File: config.mk
export PLATFORM = sky130hd
export DESIGN_NAME = sega_pad_scanner
export DESIGN_NICKNAME = d
export VERILOG_FILES = /design/src/rtl/sega_pad_pkg.sv /design/src/rtl/sega_pad_scanner_sync_2ff.sv /design/src/rtl/sega_pad_scanner.sv
export SDC_FILE = /design/constraint.sdc
export NUM_CORES = 1
export LEC_CHECK = 0
export ABC_AREA = 1
export CAP_MARGIN = 15
export CORE_MARGIN = 2
export CORE_UTILIZATION = 55
export DETAILED_ROUTE_END_ITERATION = 16
export PLACE_DENSITY = 0.78
export SYNTH_ARGS = -nofsm -noshare
export SYNTH_HDL_FRONTEND = slang
export SYNTH_SLANG_ARGS = --single-unit
File: constraint.sdc
create_clock -name clk -period 1.7 [get_ports clk]
set_input_delay 0.255 -clock clk [delete_from_list [all_inputs] [get_ports clk]]
set_output_delay 0.255 -clock clk [all_outputs]
set_load 0.01 [all_outputs]
File: src/rtl/sega_pad_pkg.sv
// Shared definitions for the Sega pad scanner.
//   - scan_state_e : top-level scan FSM states
//   - BTN_*        : bit positions inside the 12-bit active-high button word
//   - DEFAULT_IDLE_TICKS : idle gap between scan frames, in sj_clk ticks
package sega_pad_pkg;

  localparam int PAD_W              = 6;
  localparam int BTN_W              = 12;
  localparam int DEFAULT_IDLE_TICKS = 64;

  typedef enum logic {
    ST_IDLE = 1'b0,
    ST_SCAN = 1'b1
  } scan_state_e;

  // Button word layout {Mode,X,Y,Z,Start,C,B,A,Right,Left,Down,Up}
  localparam int BTN_UP    = 0;
  localparam int BTN_DOWN  = 1;
  localparam int BTN_LEFT  = 2;
  localparam int BTN_RIGHT = 3;
  localparam int BTN_A     = 4;
  localparam int BTN_B     = 5;
  localparam int BTN_C     = 6;
  localparam int BTN_START = 7;
  localparam int BTN_Z     = 8;
  localparam int BTN_Y     = 9;
  localparam int BTN_X     = 10;
  localparam int BTN_MODE  = 11;

endpackage

File: src/rtl/sega_pad_scanner_sync_2ff.sv
// Two-flop synchronizer for a bus of independent asynchronous lines.
// Ports:
//   clk      : destination clock
//   reset_n  : asynchronous active-low reset (both stages load RESET_VAL)
//   i_d      : asynchronous input bus
//   o_q      : synchronized output bus
module sync_2ff #(
  parameter int               WIDTH     = 1,
  parameter logic [WIDTH-1:0] RESET_VAL = '0
) (
  input  logic             clk,
  input  logic             reset_n,
  input  logic [WIDTH-1:0] i_d,
  output logic [WIDTH-1:0] o_q
);

  logic [WIDTH-1:0] r_meta;
  logic [WIDTH-1:0] r_sync;

  // NOTE: clocked state uses non-blocking assignments so every flop samples
  // the pre-edge value; blocking here would collapse the two stages into one.
  always_ff @(posedge clk or negedge reset_n) begin
    if (!reset_n) begin
      r_meta <= RESET_VAL;
      r_sync <= RESET_VAL;
    end else begin
      r_meta <= i_d;
      r_sync <= r_meta;
    end
  end

  assign o_q = r_sync;

endmodule

File: src/rtl/sega_pad_scanner.sv
// Sega Mega Drive / Genesis pad scanner.
// Periodically toggles the pad SELECT line through an 8-phase frame, samples
// the (synchronized) pad lines at the end of the relevant phases and commits
// a decoded, active-high button word plus pad-type flags once per frame.
// Ports:
//   clk         : system clock
//   reset_n     : asynchronous active-low reset
//   sj_clk      : poll clock, synchronous to clk; each rising edge is a tick
//   enable      : 1 = start new frames; 0 = stop at the next frame boundary
//   pad_in      : raw active-low pad lines D0..D5 (asynchronous)
//   pad_sel     : pad SELECT output
//   buttons     : {Mode,X,Y,Z,Start,C,B,A,Right,Left,Down,Up}, active-high
//   pad_present : a pad answered in the last completed frame
//   pad_6btn    : the pad identified itself as 6-button in the last frame
//   frame_done  : one-clk pulse when the outputs above are updated
module sega_pad_scanner
  import sega_pad_pkg::*;
#(
  parameter int IDLE_TICKS = DEFAULT_IDLE_TICKS
) (
  input  logic             clk,
  input  logic             reset_n,
  input  logic             sj_clk,
  input  logic             enable,
  input  logic [PAD_W-1:0] pad_in,
  output logic             pad_sel,
  output logic [BTN_W-1:0] buttons,
  output logic             pad_present,
  output logic             pad_6btn,
  output logic             frame_done
);

  localparam logic [7:0] IDLE_LAST = 8'(IDLE_TICKS - 1);

  logic [PAD_W-1:0] w_pd;
  logic             r_sj;
  logic             r_sj_prev;
  logic             w_tick;

  scan_state_e      r_state,    w_state_nxt;
  logic [2:0]       r_phase,    w_phase_nxt;
  logic [7:0]       r_idle_ctr, w_idle_nxt;
  logic             r_pad_sel,  w_pad_sel_nxt;
  logic             w_commit;

  // Only the line bits that feed the decode are kept per sample.
  logic [5:0]       r_s0;
  logic [5:2]       r_s1;
  logic [3:0]       r_s5;
  logic [3:0]       r_s6;

  logic             w_present;
  logic             w_6btn;
  logic [BTN_W-1:0] w_btn_nxt;
  logic [BTN_W-1:0] r_buttons;
  logic             r_pad_present;
  logic             r_pad_6btn;
  logic             r_frame_done;

  sync_2ff #(
    .WIDTH     (PAD_W),
    .RESET_VAL ({PAD_W{1'b1}})
  ) u_pad_sync (
    .clk     (clk),
    .reset_n (reset_n),
    .i_d     (pad_in),
    .o_q     (w_pd)
  );

  // Tick = registered sj_clk rising edge.
  always_ff @(posedge clk or negedge reset_n) begin
    if (!reset_n) begin
      r_sj      <= 1'b0;
      r_sj_prev <= 1'b0;
    end else begin
      r_sj      <= sj_clk;
      r_sj_prev <= r_sj;
    end
  end

  assign w_tick = r_sj & ~r_sj_prev;

  always_ff @(posedge clk or negedge reset_n) begin
    if (!reset_n) begin
      r_state    <= ST_IDLE;
      r_phase    <= 3'd0;
      r_idle_ctr <= 8'd0;
      r_pad_sel  <= 1'b1;
    end else begin
      r_state    <= w_state_nxt;
      r_phase    <= w_phase_nxt;
      r_idle_ctr <= w_idle_nxt;
      r_pad_sel  <= w_pad_sel_nxt;
    end
  end

  // NOTE: every output of this block gets a default first, so no path can
  // leave one unassigned and infer a latch.
  always_comb begin
    w_state_nxt   = r_state;
    w_phase_nxt   = r_phase;
    w_idle_nxt    = r_idle_ctr;
    w_pad_sel_nxt = r_pad_sel;
    w_commit      = 1'b0;
    if (w_tick) begin
      case (r_state)
        ST_IDLE: begin
          w_pad_sel_nxt = 1'b1;
          if (r_idle_ctr == IDLE_LAST && enable) begin
            w_state_nxt = ST_SCAN;
            w_phase_nxt = 3'd0;
            w_idle_nxt  = 8'd0;
          end else if (r_idle_ctr != IDLE_LAST) begin
            w_idle_nxt = r_idle_ctr + 8'd1;
          end
        end
        ST_SCAN: begin
          if (r_phase == 3'd7) begin
            w_state_nxt   = ST_IDLE;
            w_phase_nxt   = 3'd0;
            w_idle_nxt    = 8'd0;
            w_pad_sel_nxt = 1'b1;
            w_commit      = 1'b1;
          end else begin
            w_phase_nxt   = r_phase + 3'd1;
            // Next phase is even (SELECT high) exactly when this one is odd.
            w_pad_sel_nxt = r_phase[0];
          end
        end
        default: w_state_nxt = ST_IDLE;
      endcase
    end
  end

  // Samples are taken on the tick that ends a phase, i.e. while the SELECT
  // level of that phase has been stable for a whole tick period.
  always_ff @(posedge clk or negedge reset_n) begin
    if (!reset_n) begin
      r_s0 <= 6'h3F;
      r_s1 <= 4'hF;
      r_s5 <= 4'hF;
      r_s6 <= 4'hF;
    end else if (w_tick && r_state == ST_SCAN) begin
      case (r_phase)
        3'd0:    r_s0 <= w_pd;
        3'd1:    r_s1 <= w_pd[5:2];
        3'd5:    r_s5 <= w_pd[3:0];
        3'd6:    r_s6 <= w_pd[3:0];
        default: ;
      endcase
    end
  end

  // A pad pulls D2/D3 low while SELECT is low; a 6-button pad additionally
  // pulls D0..D3 low in the third SELECT-low phase.
  assign w_present = ~r_s1[2] & ~r_s1[3];
  assign w_6btn    = w_present & (r_s5 == 4'b0000);

  always_comb begin
    w_btn_nxt = '0;
    if (w_present) begin
      w_btn_nxt[BTN_UP]    = ~r_s0[0];
      w_btn_nxt[BTN_DOWN]  = ~r_s0[1];
      w_btn_nxt[BTN_LEFT]  = ~r_s0[2];
      w_btn_nxt[BTN_RIGHT] = ~r_s0[3];
      w_btn_nxt[BTN_B]     = ~r_s0[4];
      w_btn_nxt[BTN_C]     = ~r_s0[5];
      w_btn_nxt[BTN_A]     = ~r_s1[4];
      w_btn_nxt[BTN_START] = ~r_s1[5];
      if (w_6btn) begin
        w_btn_nxt[BTN_Z]    = ~r_s6[0];
        w_btn_nxt[BTN_Y]    = ~r_s6[1];
        w_btn_nxt[BTN_X]    = ~r_s6[2];
        w_btn_nxt[BTN_MODE] = ~r_s6[3];
      end
    end
  end

  // All visible results change together, only on the frame-ending tick.
  always_ff @(posedge clk or negedge reset_n) begin
    if (!reset_n) begin
      r_buttons     <= '0;
      r_pad_present <= 1'b0;
      r_pad_6btn    <= 1'b0;
      r_frame_done  <= 1'b0;
    end else begin
      r_frame_done <= w_commit;
      if (w_commit) begin
        r_buttons     <= w_btn_nxt;
        r_pad_present <= w_present;
        r_pad_6btn    <= w_6btn;
      end
    end
  end

  assign pad_sel     = r_pad_sel;
  assign buttons     = r_buttons;
  assign pad_present = r_pad_present;
  assign pad_6btn    = r_pad_6btn;
  assign frame_done  = r_frame_done;

endmodule

==> flow_summary.toml, run 1 <==
[yosys]
yosysUniqueCellTypes = 23
syn_inst = 255
yosysMostFrequentCell = "sky130_fd_sc_hd__nand2_1"
synth_top_family_by_area = "simple AND/OR/NAND/NOR gates"
synthesis.yosys.warnings = 0
avgSynthCellArea_sq_um = 9.85
synth_seq_cells = 60
synth-simple-area-share_pct = 19.0
yosysTopAreaCellShare_pct = 32.4
yosys-top-cells-area = "sky130_fd_sc_hd__dfstp_2, sky130_fd_sc_hd__dfrtp_1, sky130_fd_sc_hd__nand2_1"
synth-compound-area-share_pct = 10.5
synth_top_area_cell = "sky130_fd_sc_hd__dfstp_2"
post_synth_fa_ha_maj_area_fraction_pct = 2.99
synth.cell_area_sq_um = 2510
synth_mux_area_share_pct = 0
synth-xor-area-share_pct = 0.698
synth.top_cells.by_count = "sky130_fd_sc_hd__nand2_1, sky130_fd_sc_hd__o21ai_0, sky130_fd_sc_hd__dfstp_2, sky130_fd_sc_hd__dfrtp_1, sky130_fd_sc_hd__inv_1"
synth_enable_flop_cells = 0
synth_seq_area_share_pct = 61.3
ys.flop_type = "sky130_fd_sc_hd__dfstp_2"
async_reset_ff_share_pct = 100
syn_nets = 271

[critical_path]
timing.critical_path.arrival_ns = 1.39
crit_buf_inv = 1
worstPathCellList = "clkdlybuf4s50_1"
setup.worst_path.start_class = "flop"
slowest_delay_ns = 0.53
timing.setup.critical_path_class = "flop to primary output"
crit_family = "flip-flops"
critical-path-slowest-cell = "sky130_fd_sc_hd__dfstp_2"
setup.worst_path.end_class = "primary output"
critical_path_peak_fanout = 2
required_ns = 1.44

[finish]
fraction_of_layout_instances_using_a_drive_strength_above_1_pct = 22.0
n_diodes = 0
finalNetCount = 307
fill_cell_instance_count_of_the_final_layout = 357
areaGrowthSynthToFinish_pct = 20.4

[sta]
rsz_0062_raised_after_global_routing = "false"
max_freq_ghz = 0.607
layout_min_cycle_time_ns = 1.65
timing_max_transition_violations_final = 0
finalSetupViolCount = 0
max_slew.worst_pin.slew_ns = 0.315
finalSetupTns_ns = 0
share_of_the_cycle_needed_by_the_critical_path_after_routing_pct = 97.0
postLayoutSetupSlackWorst_ns = 0.0518
timing_hold_violations_final = 0
slew-limit-headroom_pct = 79.0
final.setup_skew_ns = 0.00408

[clock_tree]
htree_num_levels = 3
clkLatencyLatePin_ns = 0.34
cts_inserted_buffers = 9
sinks_on_the_clock_net = 60
clock_tree_from_tritoncts = "built"
cts.clk_slew.worst_paths_ns = 0.07
cts_root_buf = "sky130_fd_sc_hd__clkbuf_8"
cts.path.max_buffers = 2

[floorplan]
ios = 26
die-width_microns = 71.6
start_util_pct = 57.3
die_area_sq_um = 5120
row_count = 24
core_region_area_sq_um = 4380
die_height_microns = 71.6

[route]
avg_wl_per_cell_microns = 12.5
postRouteAntennaNets = 0
via_count = 1755
drt-pass1-iter-count = 4
detail_route.wirelength_mm = 4.37
met1Wirelength_mm = 2.07
wl_met2_mm = 2.08
vias_per_cell = 5.04
wl_met3_microns = 139
drt-initial-drc-count = 129
maxUsedRoutingLayer = "met4"
route.detailed.drc = 0

[placement]
placement.setup.worst_slack_ns = 0.0910
routabilityCongestion = 0.788
io_buffer_count = 25
dp_hpwl_mm = 3.01

[power]
share_seq_of_total_power_pct = 47.7
peakVddDrop_mv = 0.750
p_int_w = 0.00320
pwr-share-clk_pct = 23.3
p_comb_share_pct = 29.1
netSwitchingFraction_pct = 33.5
power.static_leakage_nw = 1.38
total_switching_power_w = 0.00161
pwr_density_cell_nw_per_um2 = 1590

[hold_path]
hold_path_class = "primary input to flop"

[grt]
grt.overflow.total = 0
grt_max_degree = 61
global_route_wire_length_before_repair_mm = 7.64
via_count_of_the_first_global_routing_pass = 1628
gr-usage-all-layers_pct = 20.0
antenna_found_initial = 0

[run_status]
outcome = "completed"

[flow_run]
max_cap_violations = 0
==> flip-flops by register name (all words and copies together) (netlist names) <==
register and flops:
r_s5 4, u_pad_sync.r_meta 6, r_s0 6, frame_done 1, pad_present 1, r_sj 1
r_phase 3, u_pad_sync.o_q 6, r_idle_ctr 8, buttons 12, r_s6 4, pad_6btn 1
pad_sel 1, r_state 1, r_s1 4, r_sj_prev 1
==> final timing paths <==
path | startpoint | endpoint | slack (ns) | cells after the start
max | pad_sel | pad_sel | 0.05 | 1
min | pad_in[3] | u_pad_sync.r_meta[3] | 0.32 | 1
max reg2reg | r_phase[1] | buttons[6] | 0.14 | 6
min reg2reg | u_pad_sync.r_meta[0] | u_pad_sync.o_q[0] | 0.35 | 0
max in group asynchronous | reset_n | r_s1[4] | 0.96 | 3
min in group asynchronous | reset_n | r_idle_ctr[5] | 0.44 | 3
==> timing repair <==
action	CTS	global route
hold buffers	1	0
buffers inserted	0	0
gates resized for setup	0	1
setup endpoints to repair	0	8
endpoints found under the hold margin	29	0
==> cell type report <==
class | instances | area, sq um | share of cell area [%]
tap | 52 | 65.1 | 2.15
sequential | 60 | 1540 | 50.9
inverter | 31 | 116 | 3.85
clock buffer | 9 | 124 | 4.10
multi-input combinational | 160 | 836 | 27.6
timing repair buffer | 29 | 290 | 9.60
clock inverter | 7 | 52.6 | 1.74
==> cell families (layout without fill, tap and decap cells) <==
logic type,after synthesis,after routing
AO/OA/AOI/OAI,52,52
XOR/XNOR,2,2
adder cells (fa/ha/maj),6,6
buffers and inverters,35,76
flip-flops,60,60
AND/OR/NAND/NOR,100,100
==> metrics by stage <==
stage	instances	power (W)	hold slack, ns	instance area (sq um)	util [%]
after floorplan	255	0.00307	-0.0406	2510	-
after global placement	331	0.00365	0.280	2840	64.7
after detailed placement	331	0.00372	0.279	2840	64.7
after CTS	348	0.00486	0.308	3020	68.9
after global routing	348	0.00517	0.293	3020	69.0
final	348	0.00481	0.316	3020	69.0
==> routing by layer <==
| layer | up-vias | GRT usage, % |
|---|---|---|
| li1 | 885 | - |
| met1 | 834 | 28.1 |
| met2 | 29 | 28.3 |
| met3 | 7 | 8.02 |
| met4 | 0 | 7.55 |
| met5 | - | 0 |
==> power groups by stage <==
stage / Sequential [W] / Clock (W) / Combinational [W]
3_3_place_gp: 0.00230 / 0 / 0.00135
6_report: 0.00229 / 0.00112 / 0.00140
3_5_place_dp: 0.00232 / 0 / 0.00141
4_1_cts: 0.00230 / 0.00115 / 0.00142
5_1_grt: 0.00236 / 0.00122 / 0.00160
2_1_floorplan: 0.00236 / 0 / 0.000707
==> layout by cell type (no fill, tap or decap), types with 2 or more instances in the layout <==
cell and count:
sky130_fd_sc_hd__nor3_4 2, sky130_fd_sc_hd__inv_2 2, sky130_fd_sc_hd__clkinv_4 3, sky130_fd_sc_hd__nand3_1 11, sky130_fd_sc_hd__buf_4 2, sky130_fd_sc_hd__o21ai_0 38
sky130_fd_sc_hd__nor2_2 4, sky130_fd_sc_hd__nand2_1 66, sky130_fd_sc_hd__nor2_4 2, sky130_fd_sc_hd__o21ai_1 11, sky130_fd_sc_hd__nand2_4 2, sky130_fd_sc_hd__dfrtp_1 29
sky130_fd_sc_hd__clkdlybuf4s50_1 24, sky130_fd_sc_hd__nor2_1 8, sky130_fd_sc_hd__a21oi_1 2, sky130_fd_sc_hd__ha_1 6, sky130_fd_sc_hd__dfstp_2 31, sky130_fd_sc_hd__clkbuf_8 9
sky130_fd_sc_hd__inv_1 29, sky130_fd_sc_hd__clkinv_2 2, sky130_fd_sc_hd__nand4_1 3
(Power assumes the default switching activity.)
==> run 2, diff against run 1 <==
--- a/config.mk
+++ b/config.mk
@@ -7,10 +7,14 @@
 export LEC_CHECK = 0
 export ABC_AREA = 1
 export CAP_MARGIN = 15
+export CELL_PAD_IN_SITES_DETAIL_PLACEMENT = 2
+export CELL_PAD_IN_SITES_GLOBAL_PLACEMENT = 2
 export CORE_MARGIN = 2
-export CORE_UTILIZATION = 55
+export CORE_UTILIZATION = 35
 export DETAILED_ROUTE_END_ITERATION = 16
-export PLACE_DENSITY = 0.78
+export HOLD_SLACK_MARGIN = 0.15
+export MAX_ROUTING_LAYER = met4
+export PLACE_DENSITY_LB_ADDON = 0.1
 export SYNTH_ARGS = -nofsm -noshare
 export SYNTH_HDL_FRONTEND = slang
 export SYNTH_SLANG_ARGS = --single-unit
==> flow_summary.toml, run 2 (synthesis gave the netlist of run 1 again) <==
[clock_tree]
clock_tree_from_tritoncts = "built"
htree_num_levels = 3
clkLatencyLatePin_ns = 0.34
cts.path.max_buffers = 2
sinks_on_the_clock_net = 60
post_cts_buffers = 0
cts_root_buf = "sky130_fd_sc_hd__clkbuf_8"
cts_inserted_buffers = 9
cts.clk_slew.worst_paths_ns = 0.07

[route]
vias_per_cell = 4.71
via_count = 1852
drt-initial-drc-count = 38
detail_route.wirelength_mm = 5.86
route.detailed.drc = 0
postRouteAntennaNets = 0
drt-pass1-iter-count = 4
avg_wl_per_cell_microns = 14.9

[critical_path]
setup.worst_path.end_class = "primary output"
rr_endpoint = "r_idle_ctr[3]"
critical_path_peak_fanout = 2
timing.setup.critical_path_class = "flop to primary output"
crit_end = "pad_sel"
critical-path-slowest-cell = "sky130_fd_sc_hd__dfstp_2"
slowest_delay_ns = 0.53
required_ns = 1.44
worstSetupPathDepth = 1
crit_start = "pad_sel"
crit_family = "flip-flops"
crit-reg2reg-launch = "r_phase[0]"
worstPathCellList = "clkdlybuf4s50_1"
crit_buf_inv = 1
regToRegSetupSlack_ns = 0.16
worst_r2r_path_cells = 8
setup.worst_path.start_class = "flop"
timing.critical_path.arrival_ns = 1.41

[sta]
final.setup_skew_ns = 0.00832
layout_min_cycle_time_ns = 1.66
finalSetupViolCount = 0
share_of_the_cycle_needed_by_the_critical_path_after_routing_pct = 97.8
finalSetupTns_ns = 0
max_slew.worst_pin.slew_ns = 0.375
postLayoutSetupSlackWorst_ns = 0.0379
slew-limit-headroom_pct = 74.9
timing_max_transition_violations_final = 0
rsz_0062_raised_after_global_routing = "false"
timing_hold_violations_final = 0
max_freq_ghz = 0.602

[floorplan]
die-width_microns = 88.7
die_area_sq_um = 7870
row_count = 30
start_util_pct = 36.6
core_region_area_sq_um = 6870
die_height_microns = 88.7
ios = 26

[power]
peakVddDrop_mv = 0.686
power.static_leakage_nw = 1.39
p_int_w = 0.00335
total_switching_power_w = 0.00168
share_seq_of_total_power_pct = 45.7
netSwitchingFraction_pct = 33.3
pwr_density_cell_nw_per_um2 = 1620
pwr-share-clk_pct = 25.2
p_comb_share_pct = 29.1

[grt]
via_count_of_the_first_global_routing_pass = 2075
grt_max_degree = 47
grt.overflow.total = 0
global_route_wire_length_before_repair_mm = 9.82
gr-usage-all-layers_pct = 17.5
antenna_found_initial = 0

[finish]
layout_commonest_cell = "sky130_fd_sc_hd__nand2_1"
largest_register_ffs = 12
areaGrowthSynthToFinish_pct = 24.0
finalCoreUtilization_pct = 45.3
fill_cell_instance_count_of_the_final_layout = 752
finalNetCount = 308
fraction_of_layout_instances_using_a_drive_strength_above_1_pct = 21.9
final_cell_mix = "sky130_fd_sc_hd__nand2_1, sky130_fd_sc_hd__o21ai_0, sky130_fd_sc_hd__dfstp_2, sky130_fd_sc_hd__inv_1, sky130_fd_sc_hd__dfrtp_1"
n_diodes = 0

[placement]
io_buffer_count = 25
routabilityCongestion = 0.722
placement.setup.worst_slack_ns = 0.0472
dp_hpwl_mm = 4.07

[hold_path]
hold_path_class = "primary input to flop"

[flow_run]
max_cap_violations = 0

[run_status]
outcome = "completed"
## run 2: cell count changes in the layout (fill, tap and decap cells not counted), sizes merged
| cell | change |
|---|---|
| clkinvlp | +1 |
| buf | +1 |
| clkbuf | +1 |
| bufinv | +1 |
| clkinv | -3 |
## run 2: power by group through the flow
stage / combinational, W / clock (W) / sequential [W]
floorplan: 0.000707 / 0 / 0.00236
global route: 0.00167 / 0.00136 / 0.00236
detailed placement: 0.00147 / 0 / 0.00234
global placement: 0.00141 / 0 / 0.00231
finish: 0.00146 / 0.00127 / 0.00230
CTS: 0.00151 / 0.00131 / 0.00231
## run 2: stage by stage
step	total power (W)	instances	hold slack (ns)	cell area [sq um]
detailed placement	0.00381	376	0.192	2910
finish	0.00503	393	0.308	3110
global placement	0.00372	376	0.188	2910
CTS	0.00513	393	0.295	3110
floorplan	0.00307	255	-0.0406	2510
global route	0.00539	393	0.310	3110
## run 2: cell type report
type                       instances  area, sq um  share of cell area (%)
inverter                          31          116                    3.74
timing repair buffer              30          310                    9.96
sequential                        60         1540                    49.5
clock buffer                      10          128                    4.10
multi-input combinational        160          836                    26.8
clock inverter                     6         63.8                    2.05
tap                               96          120                    3.86
## run 2: metal layers
| metal | GRT usage [%] | vias up | share of wire (%) |
|---|---|---|---|
| li1 | - | 888 | - |
| met1 | 20.7 | 928 | 45 |
| met2 | 28.8 | 26 | 51 |
| met3 | 3.36 | 10 | 2.5 |
| met4 | 7.85 | 0 | 1.9 |
| met5 | - | - | 0 |
## run 2: worst min path at each step
stage	start	endpoint	slack (ns)	depth (start not counted)
2_1_floorplan	reset_n	buttons[0]	-0.04	0
3_3_place_gp	reset_n	r_idle_ctr[6]	0.19	1
3_5_place_dp	reset_n	r_idle_ctr[6]	0.19	1
4_1_cts	pad_in[1]	u_pad_sync.r_meta[1]	0.30	1
5_1_grt	pad_in[5]	u_pad_sync.r_meta[5]	0.31	1
6_report	pad_in[1]	u_pad_sync.r_meta[1]	0.31	1
## run 2: timing repair
action | in CTS | in global routing
endpoints found under the hold margin | 14 | 0
hold buffers | 1 | 0
endpoints found under the setup margin | 0 | 8
gates resized for setup | 0 | 1
==> run 3, diff against run 2 <==
--- a/config.mk
+++ b/config.mk
@@ -15,6 +15,7 @@
 export HOLD_SLACK_MARGIN = 0.15
 export MAX_ROUTING_LAYER = met4
 export PLACE_DENSITY_LB_ADDON = 0.1
+export REMOVE_ABC_BUFFERS = 1
 export SYNTH_ARGS = -nofsm -noshare
 export SYNTH_HDL_FRONTEND = slang
 export SYNTH_SLANG_ARGS = --single-unit
==> flow_summary.toml, run 3 (synthesis gave the netlist of run 1 again) <==
[sta]
max_freq_ghz = 0.651
slew-limit-headroom_pct = 77.9
final.setup_skew_ns = 0.0158
timing_hold_violations_final = 0
timing_max_transition_violations_final = 0
rsz_0062_raised_after_global_routing = "false"
share_of_the_cycle_needed_by_the_critical_path_after_routing_pct = 90.4
max_slew.worst_pin.slew_ns = 0.331
finalSetupTns_ns = 0
layout_min_cycle_time_ns = 1.54
finalSetupViolCount = 0

[finish]
largest_register_ffs = 12
finalNetCount = 308
layout_commonest_cell = "sky130_fd_sc_hd__nand2_1"
final_cell_mix = "sky130_fd_sc_hd__nand2_1, sky130_fd_sc_hd__o21ai_0, sky130_fd_sc_hd__dfstp_2, sky130_fd_sc_hd__inv_1, sky130_fd_sc_hd__dfrtp_1"
fill_cell_instance_count_of_the_final_layout = 735
fraction_of_layout_instances_using_a_drive_strength_above_1_pct = 21.2
areaGrowthSynthToFinish_pct = 23.6
n_diodes = 0

[grt]
via_count_of_the_first_global_routing_pass = 2014
global_route_wire_length_before_repair_mm = 9.98
grt.overflow.total = 0
gr-usage-all-layers_pct = 17.6
antenna_found_initial = 0
grt_max_degree = 61

[critical_path]
timing.setup.critical_path_class = "flop to flop"
slowest_delay_ns = 0.41
regToRegSetupSlack_ns = 0.16
critical-path-top-cell-by-count = "sky130_fd_sc_hd__ha_1"
critical-path-slowest-cell = "sky130_fd_sc_hd__dfrtp_1"
rr_endpoint = "buttons[9]"
crit_family = "flip-flops"
setup.worst_path.start_class = "flop"
critical_path_peak_fanout = 11
crit-reg2reg-launch = "r_phase[1]"
worst_r2r_path_cells = 6
setup.worst_path.end_class = "flop"
required_ns = 1.91
worstPathCellList = "ha_1 > ha_1 > inv_2 > buf_12 > o21ai_0 > nand2_1"
timing.critical_path.arrival_ns = 1.75
crit_buf_inv = 2

[route]
drt-initial-drc-count = 34
vias_per_cell = 4.71
drt-pass1-iter-count = 3
postRouteAntennaNets = 0
detail_route.wirelength_mm = 5.78
avg_wl_per_cell_microns = 14.7
route.detailed.drc = 0
via_count = 1851

[floorplan]
start_util_pct = 36.6
row_count = 30
core_region_area_sq_um = 6870
die_area_sq_um = 7870
ios = 26
die-width_microns = 88.7
die_height_microns = 88.7

[hold_path]
hp-start = "pad_in[0]"
worstHoldPathCells = 1
hold_path_class = "primary input to flop"
holdPathEnd = "u_pad_sync.r_meta[0]"

[power]
power.static_leakage_nw = 1.39
pwr_density_cell_nw_per_um2 = 1580
peakVddDrop_mv = 0.463
power_w = 0.00489

[run_status]
outcome = "completed"

[placement]
routabilityCongestion = 0.796
io_buffer_count = 25
dp_hpwl_mm = 4.15

[clock_tree]
cts.path.max_buffers = 2
cts_inserted_buffers = 9
htree_num_levels = 3
sinks_on_the_clock_net = 60
cts.clk_slew.worst_paths_ns = 0.07
clock_tree_from_tritoncts = "built"
cts_root_buf = "sky130_fd_sc_hd__clkbuf_8"
clkLatencyLatePin_ns = 0.34

[flow_run]
max_cap_violations = 0
## run 3: report_power, final
part           total [W]  switching (W)  internal, W
clock            0.00114       0.000533     0.000606
sequential       0.00230       0.000279      0.00203
combinational    0.00145       0.000796     0.000656
## run 3: through the flow
step                cells  setup WS (ns)  util [%]  cell area, sq um  hold slack [ns]
finish                393          0.164      45.2              3100            0.324
global route          393         0.0130      45.2              3100            0.307
floorplan             251          0.246         -              2490          -0.0406
detailed placement    376         0.0487      42.4              2910            0.290
global placement      376          0.101      42.4              2910            0.289
CTS                   393        0.00667      45.0              3090            0.313
## run 3: metal layers
layer | up-vias | part of all wire, % | global-route usage (%)
li1 | 891 | - | -
met1 | 926 | 47 | 22.7
met2 | 25 | 48 | 26.7
met3 | 9 | 2.8 | 4.29
met4 | 0 | 1.7 | 6.61
met5 | - | 0 | -
## run 3: how the worst max path moves through the flow
stage	start	to	slack [ns]	depth (start not counted)
finish	r_phase[1]	buttons[9]	0.16	6
global route	r_phase[1]	buttons[0]	0.01	6
CTS	r_phase[0]	r_idle_ctr[3]	0.007	8
detailed placement	r_phase[0]	r_idle_ctr[3]	0.05	8
global placement	r_phase[0]	r_idle_ctr[3]	0.10	8
floorplan	r_phase[0]	r_idle_ctr[3]	0.25	8
## run 3: cell type report
| cell class | instances | area [sq um] | share of cell area, % |
|---|---|---|---|
| Inverter | 31 | 116 | 3.75 |
| Clock buffer | 14 | 163 | 5.24 |
| Timing Repair Buffer | 30 | 313 | 10.1 |
| Multi-Input combinational cell | 160 | 841 | 27.1 |
| Clock inverter | 2 | 10.0 | 0.323 |
| Tap cell | 96 | 120 | 3.87 |
| Sequential cell | 60 | 1540 | 49.6 |
## run 3: what timing repair did
action,CTS,global route
endpoints found under the hold margin,29,0
gates resized for setup,0,3
endpoints found under the setup margin,0,9
hold buffers,1,0
buffers inserted,0,0
